$ cat src/rtl/color_pkg.sv
// Shared color metric definitions for the highlight filter and blob tracker.
// Channel encoding, threshold, score width and tracker FSM states.
package color_pkg;

  typedef enum logic [1:0] {
    CH_R    = 2'b00,
    CH_G    = 2'b01,
    CH_B    = 2'b10,
    CH_NONE = 2'b11
  } ch_t;

  localparam logic [24:0] THRESH_DEF = 25'd82906;
  localparam int          SCORE_W    = 26;

  typedef enum logic [1:0] {
    ST_IDLE,
    ST_ACTIVE,
    ST_FLUSH,
    ST_PUBLISH
  } state_t;

  typedef struct packed {
    logic       valid;
    logic       tag;
    logic [9:0] x;
    logic [9:0] y;
  } px_t;

endpackage

$ cat src/rtl/color_score.sv
// Two-stage dominance score: register channel differences, then the
// signed product compared against the threshold, with position carried along.
module color_score
  import color_pkg::*;
#(
  parameter logic [24:0] THRESH = THRESH_DEF
) (
  input  logic       clk,
  input  logic       rst,
  input  logic       valid,
  input  ch_t        sel,
  input  logic [7:0] r,
  input  logic [7:0] g,
  input  logic [7:0] b,
  input  logic [9:0] x,
  input  logic [9:0] y,
  input  logic       tag,
  output logic       match,
  output px_t        px
);

  logic [7:0] c, a, o;

  always_comb begin
    c = r;
    a = g;
    o = b;
    unique case (sel)
      CH_G: begin
        c = g;
        a = r;
        o = b;
      end
      CH_B: begin
        c = b;
        a = r;
        o = g;
      end
      default: ;
    endcase
  end

  px_t               s1_px;
  logic [7:0]        s1_c;
  logic signed [8:0] s1_da, s1_db;
  logic              s1_none;

  always_ff @(posedge clk) begin
    if (rst) begin
      s1_px   <= '0;
      s1_c    <= '0;
      s1_da   <= '0;
      s1_db   <= '0;
      s1_none <= 1'b1;
    end else begin
      s1_px   <= '{valid: valid, tag: tag, x: x, y: y};
      s1_c    <= c;
      s1_da   <= $signed({1'b0, c}) - $signed({1'b0, a});
      s1_db   <= $signed({1'b0, c}) - $signed({1'b0, o});
      s1_none <= (sel == CH_NONE);
    end
  end

  // Full 26-bit product: unlike the display path, nothing is truncated.
  logic signed [SCORE_W-1:0] ce, ae, oe, prod, th;

  always_comb begin
    ce   = {{(SCORE_W-8){1'b0}}, s1_c};
    ae   = {{(SCORE_W-9){s1_da[8]}}, s1_da};
    oe   = {{(SCORE_W-9){s1_db[8]}}, s1_db};
    th   = {{(SCORE_W-25){THRESH[24]}}, THRESH};
    prod = ce * ae * oe;
  end

  always_ff @(posedge clk) begin
    if (rst) begin
      px    <= '0;
      match <= 1'b0;
    end else begin
      px    <= s1_px;
      match <= s1_px.valid & ~s1_none & (prod > th);
    end
  end

endmodule

$ cat src/rtl/color_blob_tracker.sv
// Per-frame bounding box and count of pixels dominated by one channel,
// published once per frame on a valid/ready result port.
module color_blob_tracker
  import color_pkg::*;
#(
  parameter int          H_RES  = 640,
  parameter int          V_RES  = 480,
  parameter logic [24:0] THRESH = THRESH_DEF
) (
  input  logic        clk,
  input  logic        rst,
  input  logic [1:0]  ctrl,
  input  logic        in_valid,
  input  logic        in_sof,
  input  logic        in_eol,
  input  logic [7:0]  in_r,
  input  logic [7:0]  in_g,
  input  logic [7:0]  in_b,
  output logic        out_valid,
  input  logic        out_ready,
  output logic        out_found,
  output logic [9:0]  out_xmin,
  output logic [9:0]  out_xmax,
  output logic [9:0]  out_ymin,
  output logic [9:0]  out_ymax,
  output logic [18:0] out_count,
  output logic        out_overrun
);

  if (H_RES > 1024 || V_RES > 1024) begin : g_res_check
    $error("resolution exceeds 10-bit coordinates");
  end

  localparam logic [9:0] YLAST = 10'(V_RES - 1);

  state_t     state;
  logic       fl_cnt;
  logic       in_frame;
  logic       tag_q;
  ch_t        ctrl_q;
  logic [9:0] x_q, y_q;

  logic       acc_px, last_px, frame_nx, xfer, ptag;
  logic [9:0] xp, yp;
  ch_t        sel;

  always_comb begin
    acc_px   = in_valid & (in_sof | in_frame);
    xp       = in_sof ? 10'd0 : x_q;
    yp       = in_sof ? 10'd0 : y_q;
    last_px  = acc_px & in_eol & (yp == YLAST);
    frame_nx = acc_px ? ~last_px : in_frame;
    sel      = in_sof ? ch_t'(ctrl) : ctrl_q;
    ptag     = in_sof ? ~tag_q : tag_q;
    xfer     = out_valid & out_ready;
  end

  logic match;
  px_t  spx;

  color_score #(.THRESH(THRESH)) u_score (
    .clk   (clk),
    .rst   (rst),
    .valid (acc_px),
    .sel   (sel),
    .r     (in_r),
    .g     (in_g),
    .b     (in_b),
    .x     (xp),
    .y     (yp),
    .tag   (ptag),
    .match (match),
    .px    (spx)
  );

  logic        acc_tag;
  logic [9:0]  acc_xmin, acc_xmax, acc_ymin, acc_ymax;
  logic [18:0] acc_count;

  // A tag change marks the first pixel of a new frame: restart from it.
  always_ff @(posedge clk) begin
    if (rst) begin
      acc_tag   <= 1'b0;
      acc_xmin  <= '1;
      acc_xmax  <= '0;
      acc_ymin  <= '1;
      acc_ymax  <= '0;
      acc_count <= '0;
    end else if (spx.valid) begin
      if (spx.tag != acc_tag) begin
        acc_tag   <= spx.tag;
        acc_xmin  <= match ? spx.x : '1;
        acc_xmax  <= match ? spx.x : '0;
        acc_ymin  <= match ? spx.y : '1;
        acc_ymax  <= match ? spx.y : '0;
        acc_count <= match ? 19'd1 : 19'd0;
      end else if (match) begin
        if (spx.x < acc_xmin) acc_xmin <= spx.x;
        if (spx.x > acc_xmax) acc_xmax <= spx.x;
        if (spx.y < acc_ymin) acc_ymin <= spx.y;
        if (spx.y > acc_ymax) acc_ymax <= spx.y;
        if (acc_count != '1) acc_count <= acc_count + 19'd1;
      end
    end
  end

  logic found;
  assign found = (acc_count != '0);

  always_ff @(posedge clk) begin
    if (rst) begin
      state       <= ST_IDLE;
      fl_cnt      <= 1'b0;
      in_frame    <= 1'b0;
      tag_q       <= 1'b0;
      ctrl_q      <= CH_R;
      x_q         <= '0;
      y_q         <= '0;
      out_valid   <= 1'b0;
      out_found   <= 1'b0;
      out_xmin    <= '0;
      out_xmax    <= '0;
      out_ymin    <= '0;
      out_ymax    <= '0;
      out_count   <= '0;
      out_overrun <= 1'b0;
    end else begin
      in_frame <= frame_nx;
      if (acc_px) begin
        if (in_sof) begin
          ctrl_q <= ch_t'(ctrl);
          tag_q  <= ~tag_q;
        end
        if (in_eol) begin
          x_q <= '0;
          y_q <= yp + 10'd1;
        end else begin
          x_q <= (xp == 10'd1023) ? xp : xp + 10'd1;
          y_q <= yp;
        end
      end

      unique case (state)
        ST_IDLE, ST_ACTIVE: begin
          fl_cnt <= 1'b0;
          if (last_px) state <= ST_FLUSH;
          else if (acc_px) state <= ST_ACTIVE;
        end
        ST_FLUSH: begin
          fl_cnt <= ~fl_cnt;
          if (fl_cnt) state <= ST_PUBLISH;
        end
        ST_PUBLISH: begin
          state <= frame_nx ? ST_ACTIVE : ST_IDLE;
        end
        default: state <= ST_IDLE;
      endcase

      if (state == ST_PUBLISH) begin
        out_valid   <= 1'b1;
        out_overrun <= out_valid & ~out_ready;
        out_found   <= found;
        out_xmin    <= found ? acc_xmin : '0;
        out_xmax    <= found ? acc_xmax : '0;
        out_ymin    <= found ? acc_ymin : '0;
        out_ymax    <= found ? acc_ymax : '0;
        out_count   <= acc_count;
      end else if (xfer) begin
        out_valid <= 1'b0;
      end
    end
  end

endmodule

$ cat config.mk
export PLATFORM = sky130hd
export DESIGN_NAME = color_blob_tracker
export DESIGN_NICKNAME = d
export VERILOG_FILES = /design/src/rtl/color_pkg.sv /design/src/rtl/color_score.sv /design/src/rtl/color_blob_tracker.sv
export SDC_FILE = /design/constraint.sdc
export NUM_CORES = 1
export LEC_CHECK = 0
export CORE_ASPECT_RATIO = 0.5
export CORE_MARGIN = 2
export CORE_UTILIZATION = 45
export DETAILED_ROUTE_END_ITERATION = 8
export PLACE_DENSITY = 0.69
export SETUP_SLACK_MARGIN = 0.4
export SLEW_MARGIN = 10
export SYNTH_ARGS = -nofsm -noshare
export SYNTH_HDL_FRONTEND = slang
export SYNTH_SLANG_ARGS = --single-unit
$ cat constraint.sdc
create_clock -name clk -period 14.89 [get_ports clk]
set_clock_uncertainty 0.05 [all_clocks]
set_input_delay 2.978 -clock clk [delete_from_list [all_inputs] [get_ports clk]]
set_output_delay 2.978 -clock clk [all_outputs]
set_load 0.02 [all_outputs]
### Yosys cells after proc, flatten, opt, wreduce, memory -nomap -nowiden

Index checks and enable logic that the tools add are counted.

* bits in registers: 221
* latch bits: 0
* RAM bits: 0
* bits in read-only memories: 0
* input bits: 32
* output and inout port bits: 62
* word-level logic and storage cells: 133
* memories kept: 0

* add/sub/neg operators: 5
* multipliers: 2
* divide/modulo/power cells: 0
* $lt $le $gt $ge: 5
* equal/unequal tests: 12
* shift-type cells: 0
* multiplexer cells: 43
* bitwise logic cells: 13
* reductions and logical operators: 19

Operator list (number)
* $mux 10: 25
* $mux 19: 3
* $gt 26x18->1 const B: 1
* $mul 18x9->26: 1
* $add 10x1->10 const B: 2
* $gt 10x10->1: 2
* $lt 10x10->1: 2
* $add 19x1->19 const B: 1
* $ne 19x19->1 const B: 1
* $reduce_bool 19->1: 1
* $mul 9x9->18: 1
* $sub 8x8->9: 2
* $mux 8: 2
* $pmux 8 s2: 1
* $reduce_bool 2->1: 8
* $reduce_and 3->1: 5
* $eq 10x10->1 const B: 1
* $eq 10x9->1 const B: 1
* $eq 2x2->1 const B: 4
* $mux 2: 4
* $and 1x1->1: 7
* $mux 1: 6
* $pmux 2 s3: 1
* $not 1->1: 5
* other kinds (9): 12

### Logic depth before layout (Yosys ltp)

Gate-level depths: netlist (run 1).

* word-level depth: 8
* mapped depth: 38
* gate-level depth less buffers: 36

### By module

Synthesis (run 1) repeated with hierarchy kept, for this count alone.

* cell total of the unflattened synthesis: 1981
* area total of the unflattened synthesis: 18001.0 µm²

By module, submodules not included
* color_score: instances 1, cells each 1137, area each 10811.6 µm², sequential area each 1441.4 µm²
* color_blob_tracker: instances 1, cells each 844, area each 7189.4 µm², sequential area each 2982.9 µm²

### Worst setup path before layout (run 1)

OpenSTA, ideal clock, no wires.

* path type: reg2reg
* start point: register u_score.s1_da[0]
* end point: register u_score.match
* library setup time: 0.088 ns
* arrival time: 9.089 ns
* required time: 14.752 ns
* slack: 5.663 ns
* stages on the path, launching flop included: 36
* path buffers: 1
* period minus slack after synthesis: 9.227 ns
* cell sequence: dfxtp_1 -> clkbuf_1 -> nand2_1 -> fa_1 -> inv_1 -> fa_1 -> inv_1 -> fa_1 -> inv_1 -> fa_1 -> ha_1 -> ha_1 -> a21oi_1 -> o21bai_1 -> a21oi_1 -> nor2b_1 -> o21a_1 -> o31a_1 -> o41ai_1 -> xnor2_1 -> nand2_1 -> fa_1 -> inv_1 -> fa_1 -> fa_1 -> fa_1 -> ha_1 -> ha_1 -> nand4_1 -> o221a_4 -> nor2_1 -> a21oi_1 -> o21ai_0 -> a31oi_1 -> xnor3_1 -> a311oi_2

* word-level cells in the longest chain between the ends: 4

Ends and longest elaborated chain
* from (decl): line color_score.sv:45 `logic signed [8:0] s1_da, s1_db;`
* from (signal assigned): line color_score.sv:58 `s1_da <= $signed({1'b0, c}) - $signed({1'b0, a});`
* $mul 9x9->18: line color_score.sv:72 `prod = ce * ae * oe;`
* $mul 18x9->26: line color_score.sv:72
* $gt 26x18->1: line color_score.sv:81 `match <= s1_px.valid & ~s1_none & (prod > th);`
* $and 1x1->1: line color_score.sv:81
* to (signal assigned): line color_score.sv:81
* to (decl): line color_score.sv:18 `output logic match,`

No other way between the ends.
A chain may end at the register's enable or synchronous reset.

### Final worst setup path (run 1)

* start point: register u_score.s1_da[8]
* end point: register u_score.match

The elaborated chain is that of the path after synthesis.

==> results of run 1 <==
state kept, by name, indices dropped and copies added (netlist names), 19 cells and up:
| name | count |
|---|---|
| u_score.px | 22 |
| u_score.s1_px | 22 |
| acc_count | 19 |
| out_count | 19 |
cells in the mapped netlist (4+ instances only):
cell type	n
sky130_fd_sc_hd__o21a_1	16
sky130_fd_sc_hd__nand2_1	194
sky130_fd_sc_hd__nor2b_1	66
sky130_fd_sc_hd__buf_1	8
sky130_fd_sc_hd__nand2b_1	25
sky130_fd_sc_hd__nand3_1	22
sky130_fd_sc_hd__nor3b_1	22
sky130_fd_sc_hd__a211oi_1	7
sky130_fd_sc_hd__nand3b_1	12
sky130_fd_sc_hd__a22oi_1	48
sky130_fd_sc_hd__xor2_1	22
sky130_fd_sc_hd__a21o_1	39
sky130_fd_sc_hd__fa_1	166
sky130_fd_sc_hd__and3_1	12
sky130_fd_sc_hd__xnor2_1	45
sky130_fd_sc_hd__a41oi_1	4
sky130_fd_sc_hd__a21oi_1	102
sky130_fd_sc_hd__or3_1	10
sky130_fd_sc_hd__clkbuf_1	73
sky130_fd_sc_hd__nor4_1	6
sky130_fd_sc_hd__ha_1	177
sky130_fd_sc_hd__o21bai_1	15
sky130_fd_sc_hd__nor2_1	156
sky130_fd_sc_hd__mux2i_1	31
sky130_fd_sc_hd__or2_1	4
sky130_fd_sc_hd__and2_1	118
sky130_fd_sc_hd__or4_1	4
sky130_fd_sc_hd__a31oi_1	7
sky130_fd_sc_hd__o21ai_0	44
sky130_fd_sc_hd__nand4_1	8
sky130_fd_sc_hd__dfxtp_1	221
sky130_fd_sc_hd__nor3_1	27
sky130_fd_sc_hd__inv_1	197
sky130_fd_sc_hd__or2_2	6
power groups by stage:
stage	registers, uW	clock network [uW]	logic, uW
finish	661	626	3110
global route	666	665	3610
CTS	660	639	3140
detailed placement	673	0	3100
global placement	673	0	3040
floorplan	643	0	2510
layer usage:
| metal | vias up | track usage | part of all wire |
|---|---|---|---|
| met5 | - | 0 | 0 |
| met4 | 0 | 0.0304 | 0.012 |
| met2 | 153 | 0.326 | 0.50 |
| met1 | 6335 | 0.242 | 0.47 |
| li1 | 6566 | - | - |
| met3 | 35 | 0.0113 | 0.023 |
worst max-delay path, delay by kind of cell (launching register included):
family,cells,cell delay [ps]
buf+inv,3,190
flops,1,550
xor+xnor,2,770
simple gates,5,690
compound gates,10,2100
fa+ha+maj,12,5600
path summary, 6_finish.rpt:
kind	startpoint	end	slack, ps	cells after the start
max	u_score.s1_da[8]	u_score.match	4830	32
min	u_score.s1_px[1]	u_score.px[1]	380	1
max reg2reg	u_score.s1_da[8]	u_score.match	4830	32
min reg2reg	u_score.s1_px[1]	u_score.px[1]	380	1
layout make-up:
cell class / count / share of cell area
Antenna cell: 1 / 0.000126
Clock buffer: 36 / 0.0367
Clock inverter: 9 / 0.00619
Inverter: 197 / 0.0373
Multi-Input combinational cell: 1459 / 0.611
Sequential cell: 221 / 0.223
Tap cell: 530 / 0.0335
Timing Repair Buffer: 106 / 0.0520
logic make-up after synthesis:
group / count (synthesis)
and+or+nand+nor: 697
muxes: 33
buffers and inverters: 282
AOI/OAI and AO/OA: 317
DFF: 221
xor gates and xnor gates: 69
adders and majority gates: 343
metrics by stage:
stage	worst slack, ps	total power [uW]	std cells	hold WS [ps]
6_report	4830	4400	2559	379
3_5_place_dp	4880	3780	2513	374
4_1_cts	4850	4440	2558	380
5_1_grt	4230	4940	2559	395
3_3_place_gp	5060	3720	2513	369
2_1_floorplan	5660	3150	1962	364
==> results.md, run 1 <==
* Number of buffers added on ports at 93
* Crit-path max FO at 10
* Area added between synthesis and finish at 12.7%
* Post-synth design cell area at 17600 um^2
* LEAKAGE at 0.00897 uW
* Status: completed
* Portion of the post-synthesis area used by sequential elements at 0.252
* Yosys synthesis warning count at 0
* Compound-Gate Fraction of Synth Area at 0.120
* Hold-fix buffers at CTS at 0
* Clock Sinks at 221
* I/O Pins at 94
* Die Area at 40800 um^2
* Area of all placed cells without fillers at 19800 um^2
* Overall overflow remaining after global route at 0
* Y dimension of the die at 144 um
* Post-route antenna net violation count at 0
* Clock transition at the registers of the reported paths at 60 ps
* CTS HTree Levels at 1
* Post-Synth Simple-Gate Area at 0.198
* Power Internal at 2340 uW
* Total wire length after detailed routing at 36500 um
* Post-synth EDFFs at 0
* P per Cell Area at 222 nW/um^2
* Highest clock rate at 99.4 MHz
* Area taken by multi-input logic gates at 12100 um^2
* Clock root buffer: sky130_fd_sc_hd__clkbuf_16
* Total routing resource utilization after global routing at 0.180
* Switching power as a share of total power at 0.468
* Post-synth ARST share at 0
* Post-CTS Repair Setup Buffers at 0
* FF/Latch Area at 4420 um^2
* Share of power burned in combinational logic at 0.707
* Sequential power share at 0.150
* Half-perimeter wire length of the detailed placement result at 27600 um
* Most used cells in the layout excluding fill and tap cells: sky130_fd_sc_hd__dfxtp_1 (221), sky130_fd_sc_hd__inv_1 (197), sky130_fd_sc_hd__nand2_1 (193)
* Most area-hungry cell type in the Yosys netlist: sky130_fd_sc_hd__dfxtp_1
* Ratio of routed vias to standard cells at 5.11
* Predominant post-synthesis flop cell: sky130_fd_sc_hd__dfxtp_1
* Maximum number of pins on one net before global-route repair at 98
* Area share of the largest cell type after synthesis at 0.252
* Count of cell types in the netlist at 67
* Overall die width at 284 um
* Kind of end point of the critical path: flop
* TritonCTS clock tree: yes
* Drc violations at 0
* Fraction of synthesized area in multiplexers at 0.0189
* Commonest non-fill, non-tap cell in the layout: sky130_fd_sc_hd__dfxtp_1
* First-pass GRT wire length at 62300 um
* Cell Rows at 51
* Cell type with the highest occurrence count on the critical path: sky130_fd_sc_hd__fa_1
* Unrepaired setup endpoints after global routing: no
* Crit Path Category: flop to flop
* Data required time of the critical path at 15280 ps
* Starting density of the core at 0.454
* DRC marker count from the first detailed-route iteration at 735
* Maximum buffer depth of the clock tree at 3
* Resized Gates After CTS at 0
* Area of the core at 38700 um^2
* Count of pins over their slew limit at 0
* Cells after Synth at 1962
* Max-cap violation count at 0
* DP Area at 19000 um^2
* Adder and majority cell fraction of the synthesized area at 0.315
* Count of fill cells added during filler insertion at 3613
* Synth top area cells: sky130_fd_sc_hd__dfxtp_1 (25%), sky130_fd_sc_hd__fa_1 (19%), sky130_fd_sc_hd__ha_1 (13%)
* Crit path largest cell delay at 570 ps
* Final worst-path cycle share at 0.676
* Number of nets in the synthesized netlist at 2337
* Count of TritonRoute iterations in the first routing pass at 5
* Data arrival time of the critical path at 10450 ps
* Routed len/inst at 14.3 um
* Peak supply drop at 246 uV
* Placer Congestion at 0.858
* Finish-stage setup viols at 0
* Via count of the first global-routing pass at 12900
* Antenna violations before repair at 1
* Max_slew headroom at 0.277
* Clock Latency Late Sink at 540 ps
* Actual slew at the worst max-slew pin at 1080 ps
* Sum of negative setup slack at 0 ps
* Fraction of final layout cells with drive strength greater than 1 at 0.0375
* Sw Pwr at 2060 uW
* Vias at 13100
* Number of CTS-inserted buffers at 25
* Master of the slowest instance on the critical path: sky130_fd_sc_hd__fa_1
* Min Tclk post-route at 10060 ps
* Power share of the clock group at 0.142
* Flip-flop and latch count after synthesis at 221
* XOR/XNOR share of the synthesized area at 0.0356
* Launching element type of the critical path: flop
* Synthesized area divided by synthesized cell count at 8.96 um^2
* Total number of nets in the final design at 2385
* Final core utilization at 0.511
* Combinational family with the most area after synthesis: adder cells
* Path category of the worst min-delay check: flop to flop
* Number of failing hold endpoints at the final stage at 0
Note: power is estimated with default switching activity, not from simulation.
==> inputs of run 2 (changes only) <==
- PLACE_DENSITY: 0.69 -> 0.71
- clock period: 14.89 -> 8.4 ns (I/O delays scaled with it)
==> results.md, run 2 (synthesis gave the netlist of run 1 again) <==
* Post-Route Hold Slack at 382 ps (+3.20 ps)
* TritonCTS clock tree: yes
* Post-route antenna net violation count at 0 (unchanged)
* Peak supply drop at 539 uV (+120%)
* CTS HTree Levels at 1 (unchanged)
* Total number of nets in the final design at 2483 (+4.1%)
* Master of the slowest instance on the critical path: sky130_fd_sc_hd__fa_1
* Max-cap violation count at 0 (unchanged)
* Via count of the first global-routing pass at 13500 (+4.9%)
* Maximum buffer depth of the clock tree at 3 (unchanged)
* Number of failing hold endpoints at the final stage at 0 (unchanged)
* Clock Latency Late Sink at 530 ps (about the same)
* Hold-fix buffers at CTS at 0 (unchanged)
* Overall die width at 284 um (unchanged)
* Antenna violations before repair at 0 (-1)
* Final core utilization at 0.537 (+0.0252)
* Area of the core at 38700 um^2 (unchanged)
* Detailed route wirelength on metal3 at 960 um (+16%)
* Commonest non-fill, non-tap cell in the layout: sky130_fd_sc_hd__dfxtp_1
* Number of CTS-inserted buffers at 23 (-8.0%)
* Kind of end point of the critical path: flop
* Max_slew headroom at 0.341 (+0.0640)
* Crit-path max FO at 8 (-2)
* Placer Congestion at 0.823 (-4.1%)
* Vias at 13500 (+3.4%)
* Overall overflow remaining after global route at 0 (unchanged)
* Detailed-route wire length on metal 1 at 17000 um (-0.68%)
* Ratio of routed vias to standard cells at 5.10 (-0.32%)
* Final worst-path cycle share at 1.04 (+0.367)
* Min Tclk post-route at 8760 ps (-1300 ps)
* Half-perimeter wire length of the detailed placement result at 28700 um (+4.3%)
* Count of fill cells added during filler insertion at 3458 (-4.3%)
* Clock transition at the registers of the reported paths at 60 ps (about the same)
* Clock Sinks at 221 (unchanged)
* Top flop regs: u_score.px (22), u_score.s1_px (22)
* Finish-stage setup viols at 1 (+1)
* Met2 wire len at 18600 um (+2.6%)
* Clock root buffer: sky130_fd_sc_hd__clkbuf_16
* Y dimension of the die at 144 um (unchanged)
* Drc violations at 0 (unchanged)
* Path category of the worst min-delay check: flop to flop
* LEAKAGE at 0.00946 uW (+5.6%)
* Violations in the final reports: negative setup slack
* Reg2reg path depth at 33 (+3.1%)
* Area added between synthesis and finish at 18.2%
* I/O Pins at 94 (unchanged)
* Unrepaired setup endpoints after global routing: yes
* Routed len/inst at 14.0 um (-1.6%)
* Launching element type of the critical path: flop
* Area taken by multi-input logic gates at 12400 um^2 (+2.7%)
* FF/Latch Area at 4450 um^2 (+0.48%)
* Data required time of the critical path at 8750 ps (-6530 ps)
* Cell type with the highest occurrence count on the critical path: sky130_fd_sc_hd__fa_1
* Count of TritonRoute iterations in the first routing pass at 5 (unchanged)
* Setup Slack @ Placement at -574 ps (-5450 ps)
* Maximum number of pins on one net before global-route repair at 103 (+5.1%)
* Final worst slack at -357 ps (-5190 ps)
* First-pass GRT wire length at 63600 um (+2.1%)
* Total wire length after detailed routing at 37300 um (+2.1%)
* Crit Path Category: flop to flop
* P per Cell Area at 455 nW/um^2 (+110%)
* Status: finished, violations left
* Crit path largest cell delay at 570 ps (about the same)
* Total routing resource utilization after global routing at 0.184 (+0.00386)
* Most used cells in the layout excluding fill and tap cells: sky130_fd_sc_hd__dfxtp_1 (208), sky130_fd_sc_hd__inv_1 (197), sky130_fd_sc_hd__nand2_1 (191)
* Number of buffers added on ports at 93 (unchanged)
* Highest signal layer in the routed design: met4
* Actual slew at the worst max-slew pin at 989 ps (-93.4 ps)
* Hold path depth at 1 (unchanged)
* Highest clock rate at 114 MHz (+15%)
* Count of pins over their slew limit at 0 (unchanged)
* Cell Rows at 51 (unchanged)
* Die Area at 40800 um^2 (unchanged)
* DRC marker count from the first detailed-route iteration at 737 (+0.27%)
* Starting density of the core at 0.454 (unchanged)
* Fraction of final layout cells with drive strength greater than 1 at 0.109 (+0.0713)
* Data arrival time of the critical path at 9110 ps (-1340 ps)
-- run 2: metal layers --
metal	track usage	up-vias
met5	0	-
met4	0.0409	0
met3	0.0132	55
met2	0.337	189
met1	0.239	6530
li1	-	6758
-- run 2: worst paths after layout --
kind                         to  slack, ps        startpoint
setup reg to reg  u_score.match       -360   u_score.s1_c[4]
hold / removal    u_score.px[6]        380  u_score.s1_px[6]
hold reg to reg   u_score.px[6]        380  u_score.s1_px[6]
setup / recovery  u_score.match       -360   u_score.s1_c[4]
-- run 2: layout make-up --
class,count,share of cell area
antenna,1,0.000120
clock buffer,32,0.0317
clock inverter,8,0.00325
inverter,197,0.0356
multi-input combinational,1459,0.598
sequential,221,0.214
tap,530,0.0319
timing repair buffer,206,0.0856
-- run 2: report_power, final --
group / internal [uW] / leakage [uW] / switching, uW
combinational: 3650 / 0.00731 / 3680
clock: 554 / 0.000355 / 423
sequential: 1090 / 0.00179 / 73.0
-- run 2: repair_timing --
action,CTS,global route
setup buffers,1,0
endpoints found under the setup margin,1,1
pin swaps,11,4
resized for setup,29,7
-- run 2: per-stage QoR --
stage	power [uW]	setup TNS, ps	cell area [um^2]	cells
final	9470	-357	20800	2654
after global placement	8060	-448	19900	2612
after floorplan	6160	-151	17800	1962
after detailed placement	8210	-574	19900	2612
after global routing	10500	-776	20800	2653
after CTS	9440	-339	20800	2653
-- run 2: critical path, delay by kind of cell (launching register included) --
kind | cells | cell delay, ps
compound gates | 10 | 1570
simple gates | 4 | 500
fa+ha+maj | 12 | 5170
flops | 1 | 350
xor+xnor | 1 | 190
buf+inv | 6 | 810
==> inputs of run 3 (changes only) <==
- TNS_END_PERCENT: default -> 1
==> results of run 3 <==
Same layout as run 2: the final DEF is identical, and so are final timing and power.
